<file path="src/rtl/csi2_pkg.sv">
// Shared CSI-2 constants, state encodings and payload types.
package csi2_pkg;

    localparam logic [5:0]  RAW10_DT        = 6'h2B;
    localparam int unsigned PIX_W           = 10;
    localparam int unsigned BYTES_PER_GROUP = 5;
    localparam int unsigned WORD_BYTES      = 8;
    localparam int unsigned RESIDUE_BYTES   = 12;
    localparam int unsigned GROUP_W         = BYTES_PER_GROUP * 8;
    localparam int unsigned WORD_W          = WORD_BYTES * 8;
    localparam int unsigned RESIDUE_W       = RESIDUE_BYTES * 8;
    localparam int unsigned FILL_W          = 4;
    localparam int unsigned COUNT_W         = 16;

    typedef enum logic [1:0] {
        ST_FILL  = 2'd0,
        ST_FLUSH = 2'd1,
        ST_DRAIN = 2'd2
    } pack_state_e;

    typedef struct packed {
        logic [PIX_W-1:0] p3;
        logic [PIX_W-1:0] p2;
        logic [PIX_W-1:0] p1;
        logic [PIX_W-1:0] p0;
    } raw10_group_t;

endpackage

</file>
<file path="src/rtl/raw10_group_format.sv">
// Formats one 4-pixel RAW10 group into its 5-byte wire order (byte 0 in [7:0]).
module raw10_group_format
    import csi2_pkg::*;
(
    input  raw10_group_t         grp_i,
    output logic [GROUP_W-1:0]   bytes_o
);

    // MSB bytes of each pixel, then one byte collecting the four LSB pairs
    always_comb begin
        bytes_o        = '0;
        bytes_o[7:0]   = grp_i.p0[9:2];
        bytes_o[15:8]  = grp_i.p1[9:2];
        bytes_o[23:16] = grp_i.p2[9:2];
        bytes_o[31:24] = grp_i.p3[9:2];
        bytes_o[39:32] = {grp_i.p3[1:0], grp_i.p2[1:0], grp_i.p1[1:0], grp_i.p0[1:0]};
    end

endmodule

</file>
<file path="src/rtl/raw10_byte_packer.sv">
// RAW10 pixel-group to 64-bit CSI-2 payload word gearbox with line flush.
module raw10_byte_packer
    import csi2_pkg::*;
(
    input  logic                 byte_clk_i,
    input  logic                 reset_i,
    input  logic                 line_start_i,
    input  logic                 flush_i,
    input  logic                 pix_valid_i,
    output logic                 pix_ready_o,
    input  logic [PIX_W-1:0]     pixel_0_i,
    input  logic [PIX_W-1:0]     pixel_1_i,
    input  logic [PIX_W-1:0]     pixel_2_i,
    input  logic [PIX_W-1:0]     pixel_3_i,
    output logic [WORD_W-1:0]    byte_data_o,
    output logic                 byte_data_en_o,
    input  logic                 byte_ready_i,
    output logic [COUNT_W-1:0]   word_count_o
);

    pack_state_e             state_q, state_d;
    logic [RESIDUE_W-1:0]    res_q, res_d;
    logic [FILL_W-1:0]       fill_q, fill_d;
    logic [WORD_W-1:0]       data_q, data_d;
    logic                    en_q, en_d;
    logic [COUNT_W-1:0]      wc_q, wc_d;
    logic                    run_q;

    raw10_group_t            grp;
    logic [GROUP_W-1:0]      grp_bytes;
    logic                    slot_free;
    logic                    accept;
    logic                    ls_eff;
    logic                    handshake;
    logic [RESIDUE_W-1:0]    base_res, app_res;
    logic [FILL_W-1:0]       base_fill, app_fill, rem_fill;

    assign grp = '{p3: pixel_3_i, p2: pixel_2_i, p1: pixel_1_i, p0: pixel_0_i};

    raw10_group_format u_fmt (
        .grp_i   (grp),
        .bytes_o (grp_bytes)
    );

    // Output slot is free when empty or being taken this cycle
    assign slot_free   = !en_q | byte_ready_i;
    assign pix_ready_o = run_q & slot_free & (state_q != ST_FLUSH);
    assign accept      = pix_valid_i & pix_ready_o;
    assign ls_eff      = line_start_i & !en_q;
    assign handshake   = en_q & byte_ready_i;

    // Append the accepted group above the current residue (new line starts empty)
    always_comb begin
        base_res  = ls_eff ? '0 : res_q;
        base_fill = ls_eff ? '0 : fill_q;
        app_res   = base_res;
        app_fill  = base_fill;
        if (accept) begin
            app_res  = base_res | (RESIDUE_W'(grp_bytes) << {base_fill, 3'b000});
            app_fill = base_fill + FILL_W'(BYTES_PER_GROUP);
        end
        rem_fill = app_fill - FILL_W'(WORD_BYTES);
    end

    // Next-state, word load and line counter
    always_comb begin
        state_d = state_q;
        res_d   = app_res;
        fill_d  = app_fill;
        data_d  = data_q;
        en_d    = en_q & !byte_ready_i;
        wc_d    = wc_q;

        if (ls_eff) begin
            wc_d = '0;
        end else if (handshake && (wc_q != {COUNT_W{1'b1}})) begin
            wc_d = wc_q + COUNT_W'(1);
        end

        case (state_q)
            ST_FLUSH: begin
                // Residue was already zero-padded by invariant; ship it once the slot frees
                if (slot_free) begin
                    data_d  = res_q[WORD_W-1:0];
                    en_d    = 1'b1;
                    res_d   = '0;
                    fill_d  = '0;
                    state_d = ST_DRAIN;
                end
            end
            default: begin
                if (ls_eff) begin
                    state_d = ST_FILL;
                end
                if (app_fill >= FILL_W'(WORD_BYTES)) begin
                    data_d  = app_res[WORD_W-1:0];
                    en_d    = 1'b1;
                    res_d   = app_res >> WORD_W;
                    fill_d  = rem_fill;
                    if (flush_i) begin
                        state_d = (rem_fill != '0) ? ST_FLUSH : ST_DRAIN;
                    end else begin
                        state_d = ST_FILL;
                    end
                end else if (flush_i && (app_fill != '0)) begin
                    if (slot_free) begin
                        data_d  = app_res[WORD_W-1:0];
                        en_d    = 1'b1;
                        res_d   = '0;
                        fill_d  = '0;
                        state_d = ST_DRAIN;
                    end else begin
                        state_d = ST_FLUSH;
                    end
                end else if ((state_q == ST_DRAIN) && slot_free) begin
                    state_d = ST_FILL;
                end
            end
        endcase
    end

    // State and datapath registers
    always_ff @(posedge byte_clk_i or negedge reset_i) begin
        if (!reset_i) begin
            state_q <= ST_FILL;
            res_q   <= '0;
            fill_q  <= '0;
            data_q  <= '0;
            en_q    <= 1'b0;
            wc_q    <= '0;
            run_q   <= 1'b0;
        end else begin
            state_q <= state_d;
            res_q   <= res_d;
            fill_q  <= fill_d;
            data_q  <= data_d;
            en_q    <= en_d;
            wc_q    <= wc_d;
            run_q   <= 1'b1;
        end
    end

    assign byte_data_o    = data_q;
    assign byte_data_en_o = en_q;
    assign word_count_o   = wc_q;

endmodule

</file>
<file path="config.mk">
export PLATFORM = sky130hd
export DESIGN_NAME = raw10_byte_packer
export DESIGN_NICKNAME = d
export VERILOG_FILES = /design/src/rtl/csi2_pkg.sv /design/src/rtl/raw10_group_format.sv /design/src/rtl/raw10_byte_packer.sv
export SDC_FILE = /design/constraint.sdc
export NUM_CORES = 1
export LEC_CHECK = 0
export BUFFER_PORTS_ARGS = -buffer_cell sky130_fd_sc_hd__buf_2
export CAP_MARGIN = 20
export CORE_UTILIZATION = 30
export DETAILED_ROUTE_END_ITERATION = 6
export PLACE_DENSITY_LB_ADDON = 0.3
export SLEW_MARGIN = 20
export SYNTH_ARGS = -nofsm -noshare
export SYNTH_HDL_FRONTEND = slang
export SYNTH_SLANG_ARGS = --single-unit
</file>
<file path="constraint.sdc">
create_clock -name byte_clk_i -period 3.7 [get_ports byte_clk_i]
set_clock_uncertainty 0.15 [all_clocks]
set_input_delay 0.37 -clock byte_clk_i [delete_from_list [all_inputs] [get_ports byte_clk_i]]
set_output_delay 0.37 -clock byte_clk_i [all_outputs]
set_load 0.01 [all_outputs]
</file>
* After elaboration in Yosys (flattened, before gate mapping)
Index checks and enable logic that the tools add are counted.
** Storage, ports and cells
- Output and inout port bits :: 82
- Bits in registers :: 184
- Bits of input ports :: 46
- Word-level logic and storage cells :: 70
** Cells by class
- $lt $le $gt $ge :: 1
- Mux-type cells :: 32
- Add/subtract/negate cells :: 3
- Shifts and indexed selects :: 1
- Bitwise logic cells :: 8
- Reduce and logical (&&, ||, !) cells :: 12
- Equality and inequality tests :: 6
** Operators by type and width (count)
- $mux 96 :: 6
- $mux 64 :: 5
- $or 96x96->96 :: 1
- $shl 40x7->96 :: 1
- $mux 16 :: 2
- $mux 4 :: 6
- $mux 2 :: 9
- $add 16x1->16 const B :: 1
- $ne 16x16->1 const B :: 1
- $reduce_bool 4->1 :: 2
- $and 1x1->1 :: 6
- $reduce_bool 5->1 :: 1
- $add 4x3->4 const B :: 1
- $ge 4x4->1 const B :: 1
- $mux 1 :: 4
- $sub 4x4->4 const B :: 1
- $logic_and 1x1->1 :: 3
- $ne 3x3->1 const B :: 1
- $reduce_and 3->1 :: 1
- $reduce_bool 3->1 :: 1
- $eq 2x1->1 const B :: 1
- $eq 2x2->1 const B :: 1
- $logic_not 1->1 :: 2
- $ne 2x1->1 const B :: 1
- 4 further kinds :: 4

* Longest topological paths before layout
- Word-level depth :: 12
- Depth in mapped cells :: 15
- Depth with buffers taken out :: 10

* By module
A second synthesis with hierarchy kept.
** Unflattened totals
- Cells, all modules :: 1074
- Area, all modules :: 10331.2 µm²
** Modules (own cells, without submodules)
- raw10_byte_packer :: instances 1, area each 10030.9 µm², seq. area each 4604.4 µm², cells each 1034
- raw10_group_format :: instances 1, area each 300.3 µm², seq. area each 0.0 µm², cells each 40

* Worst setup path after synthesis
OpenSTA, ideal clock, no wires.
- Path type :: reg2reg
- From :: register en_q, in the netlist byte_data_en_o
- To :: register data_q[58], in the netlist byte_data_o[58]
- Data required time :: 3477 ps
- Arrival time :: 2907 ps
- Clock period less this slack :: 3130 ps
- Path buffers :: 5
- Cell stages (with the launch flop) :: 15
- Setup slack :: 570 ps
- Setup time :: 73 ps
- Path through :: dfrtp_1 -> nand2b_1 -> buf_2 -> nand2_1 -> inv_1 -> buf_2 -> buf_2 -> ha_1 -> nand2b_1 -> o311ai_4 -> a21o_4 -> nand2_2 -> buf_6 -> buf_6 -> a21oi_2
** On the way
- Longest elaborated chain between the ends :: 10
- Elaborated cells between the ends (all ways) :: 24
- Those cells by class :: add/sub: 1; order compare: 1; eq/ne: 2; shift: 1; mux: 8; bitwise: 6; reduce/logical: 5
** Ends and longest elaborated chain
- from (decl) :: RTL line raw10_byte_packer.sv:25 : logic en_q, en_d;
- from (signal assigned) :: RTL line raw10_byte_packer.sv:137 : en_q <= en_d;
- $logic_not 1->1 (*) :: RTL line raw10_byte_packer.sv:46, raw10_byte_packer.sv:49
- $and 1x1->1 or $or 1x1->1 (tied branches) :: RTL line raw10_byte_packer.sv:49, raw10_byte_packer.sv:46
- $mux 4 or $and 1x1->1 (tied branches) :: RTL line raw10_byte_packer.sv:55, raw10_byte_packer.sv:47
- $shl 40x7->96 or $and 1x1->1 (tied branches) :: RTL line raw10_byte_packer.sv:59, raw10_byte_packer.sv:47
- $or 96x96->96 or $and 1x1->1 (tied branches) :: RTL line raw10_byte_packer.sv:59, raw10_byte_packer.sv:48
- $mux 96 or $mux 4 (tied branches) :: RTL line raw10_byte_packer.sv:58 : if (accept) begin
- $mux 64 or $reduce_bool 4->1 (tied branches) :: RTL line raw10_byte_packer.sv:106, raw10_byte_packer.sv:105
- $mux 64 or $logic_and 1x1->1 (tied branches) :: RTL line raw10_byte_packer.sv:105 : end else if (flush_i && (app_fill != '0)) begin
- $mux 64, or another cell as far along :: RTL line raw10_byte_packer.sv:95 : if (app_fill >= FILL_W'(WORD_BYTES)) begin
- $mux 64 or $reduce_and 3->1 (tied branches)
- to (signal assigned) :: RTL line raw10_byte_packer.sv:136 : data_q <= data_d;
- to (decl) :: RTL line raw10_byte_packer.sv:24 : logic [WORD_W-1:0] data_q, data_d;
Mark *: on every way between the ends. The rest lies on a longest branch, timed or not. The select of a mux whose other input is x is not followed.
A chain may end at the register's enable or synchronous reset.

* Worst setup path after layout
- From :: register en_q, in the netlist byte_data_en_o
- To :: register data_q[17], in the netlist byte_data_o[17]
The elaborated chain is that of the path after synthesis.

==> flow_summary.ini <==
[status]
run_status = finished clean

[detailed_routing]
detail_route.iter0.violations = 964
drtPass1Iterations = 7
dr_total_vias = 9562
drt-wirelength-per-cell_um = 21.6
drc = 0
routed_wirelength_mm = 36.5
avgViaCountPerCell = 5.66
antenna_left = 0

[yosys]
synth-edff-count = 0
syn-cell-area_um2 = 10300
synthesis.area_per_instance_um2 = 9.06
yosysTopAreaCell = dfrtp_1
ys_dominant_reg_cell = dfrtp_1
largest_cells_by_area_after_synthesis = dfrtp_1 (45%), nor2_1 (4.3%), a21oi_1 (4.1%)
async_reset_ff_share_pct = 100
yosysWarningCount = 0
seq_area_frac_synth_pct = 44.8
synth_cell_type_count = 57
post_synth_inst_count = 1135
yosys.area.top_type_share_pct = 44.8
net_count_after_synthesis = 1183
synth-seq-cells = 184

[place]
portBuffers = 127
dp_cells = 1654
dp_hpwl_mm = 24.7
gp_routability_congestion = 0.876

[pwr]
total_power_mw = 9.00
total_leakage_power_nw = 5.17
power_density_nw_per_um2 = 747
power.ir.vdd_worst_mv = 0.469

[finish]
final_net_count = 1274
fill_cells = 3493
utilization_pct = 35.9
mostFrequentLayoutCell = dfrtp_1
most-common-layout-cells = dfrtp_1 (184), buf_2 (126), nor2_1 (118), nand2_1 (105), a21oi_1 (84)
layout-area-overhead-vs-synth_pct = 17.2
layout.cells.non_filler = 1688
drive_above_1_share_pct = 22.8

[floorplanning]
core.rowCount = 67
die_area_um2 = 35000
design.portCount = 128
coreArea_um2 = 33600
initial_utilization_pct = 30.6
die_span_x_um = 187
die_h_um = 187

[setup_path]
slowest_delay_ps = 550
required_time_of_the_worst_setup_path_ps = 3860
critPathArrivalTime_ps = 3100
worst-path-buf-inv = 2
critical_path.most_common_cell = buf_4
timing.critical_path.from_type = register
critPathKind = register to register
worstPathCellList = nand2b_4 > buf_4 > a21o_1 > nand2_1 > a41o_2 > nor2_2 > buf_4 > o21ai_0
timing.reg2reg.setup_slack_ps = 760
critical-path-slowest-cell = buf_4
timing.critical_path.to_type = register
path_max_fanout = 61
reg2regPathDepth = 8
count_of_cell_instances_traversed_by_the_critical_path = 8
critical_path.top_delay_family = buffers and inverters

[sta]
setup_viol = 0
fmax_mhz = 340
setup-tns-final_ps = 0
layout_worst_path_cycle_share_pct = 79.6
hold-worst-slack_ps = 75.9
drv_slew = 0
period_needed_ps = 2940
setup_repair_after_global_routing_missed_its_margin = no
tightestPinTransition_ps = 752
hold_violations = 0
slew-limit-headroom_pct = 49.6

[global_routing]
grt_first_pass_wirelength_mm = 56.8
use_met2_pct = 30.4
global_route.usage.met3_pct = 4.33
globalRoute.totalOverflow = 0
grt_pass1_vias = 9085
grt_start_max_net_pins = 88
track_usage_pct = 21.0
grt.met1_usage_pct = 31.5
busiest_layer = met1
grt_antenna_before_repair = 3

[cts]
post-cts-setup-buffer-count = 0
clkTransAtPathRegs_ps = 70
post_cts_resized = 0
cts_tree = done
numCtsBuffers = 17
numClockSinks = 184
clockBufferDepth = 2
clk-insertion-delay-late_ps = 460
post_cts_hold_buffer_count = 1
htreeDepth = 4
clockRootBuffer = clkbuf_16

[min_path]
hold_path_cells = 3
hold_path.class = input port to register

[run]
drv_cap = 0
==> sequential cells by signal, summed over array words and instances (netlist names) <==
signal and count:
res_q 96, byte_data_o 64, word_count_o 16, fill_q 4
state_q 2, byte_data_en_o 1, run_q 1
==> worst reg2reg max path, cell delays in order, from the launching register on <==
cell and delay [ps]:
dfrtp_1 470, nand2b_4 260, buf_4 550, a21o_1 200, nand2_1 150, a41o_2 360, nor2_2 90, buf_4 370
o21ai_0 210
==> stage by stage <==
step / worst slack, ps / instance area [µm²]
global placement: 772 / 11500
finish: 756 / 12100
CTS: 739 / 12000
detailed placement: 725 / 11500
global route: 538 / 12000
floorplan: 570 / 10300
==> Yosys cell counts, types with 21 or more instances <==
| master | number |
|---|---|
| a31oi_1 | 27 |
| o22ai_2 | 28 |
| o21ai_0 | 74 |
| a22oi_1 | 41 |
| buf_2 | 26 |
| inv_1 | 21 |
| dfrtp_1 | 184 |
| nand3_1 | 58 |
| nor2_1 | 119 |
| nand2_1 | 106 |
| mux2i_1 | 27 |
| nor3_1 | 27 |
| a21oi_2 | 30 |
| a21oi_1 | 84 |
| clkbuf_1 | 62 |
==> cell families (layout without fill, tap and decap cells) <==
| kind of cell | count (synthesis) | in the layout | share of synthesized area (%) |
|---|---|---|---|
| XOR/XNOR | 11 | 11 | 0.937 |
| adder cells (fa/ha/maj) | 2 | 2 | 0.243 |
| flip-flops | 184 | 184 | 44.8 |
| AND/OR/NAND/NOR | 374 | 374 | 16.5 |
| AO/OA/AOI/OAI | 409 | 409 | 28.9 |
| other | 1 | 2 | 0.0365 |
| buffers and inverters | 126 | 230 | 5.79 |
| multiplexers | 28 | 28 | 2.85 |
==> path summary, 6_finish.rpt <==
path / startpoint / end
max: byte_data_en_o$_DFF_PN0_ / byte_data_o[17]$_DFFE_PN0P_
min: flush_i / state_q[1]$_DFFE_PN0P_
max reg2reg: byte_data_en_o$_DFF_PN0_ / byte_data_o[17]$_DFFE_PN0P_
min reg2reg: byte_data_o[9]$_DFFE_PN0P_ / byte_data_o[9]$_DFFE_PN0P_
max in group asynchronous: reset_i / res_q[19]$_DFF_PN0_
min in group asynchronous: reset_i / word_count_o[12]$_DFFE_PN0P_
==> routing by layer <==
| metal | wire length (µm) | vias up |
|---|---|---|
| met2 | 15700 | 372 |
| met4 | 643 | 4 |
| met5 | 20 | - |
| li1 | - | 4378 |
| met1 | 17300 | 4769 |
| met3 | 2800 | 39 |
==> where the power goes <==
group	leakage [nW]	switching [mW]	internal, mW
clock network	0.282	0.965	0.909
registers	2.48	0.352	2.57
logic	2.41	2.74	1.47
==> final cells by class <==
class	count	area [µm²]	share of cell area, %
Timing Repair Buffer	177	1080	9.00
Clock inverter	14	154	1.28
Tap cell	448	561	4.65
Sequential cell	184	4600	38.2
Antenna cell	1	2.50	0.0208
Inverter	21	78.8	0.654
Clock buffer	18	429	3.56
Multi-Input combinational cell	825	5140	42.6
Note: power is estimated with default switching activity, not from simulation.
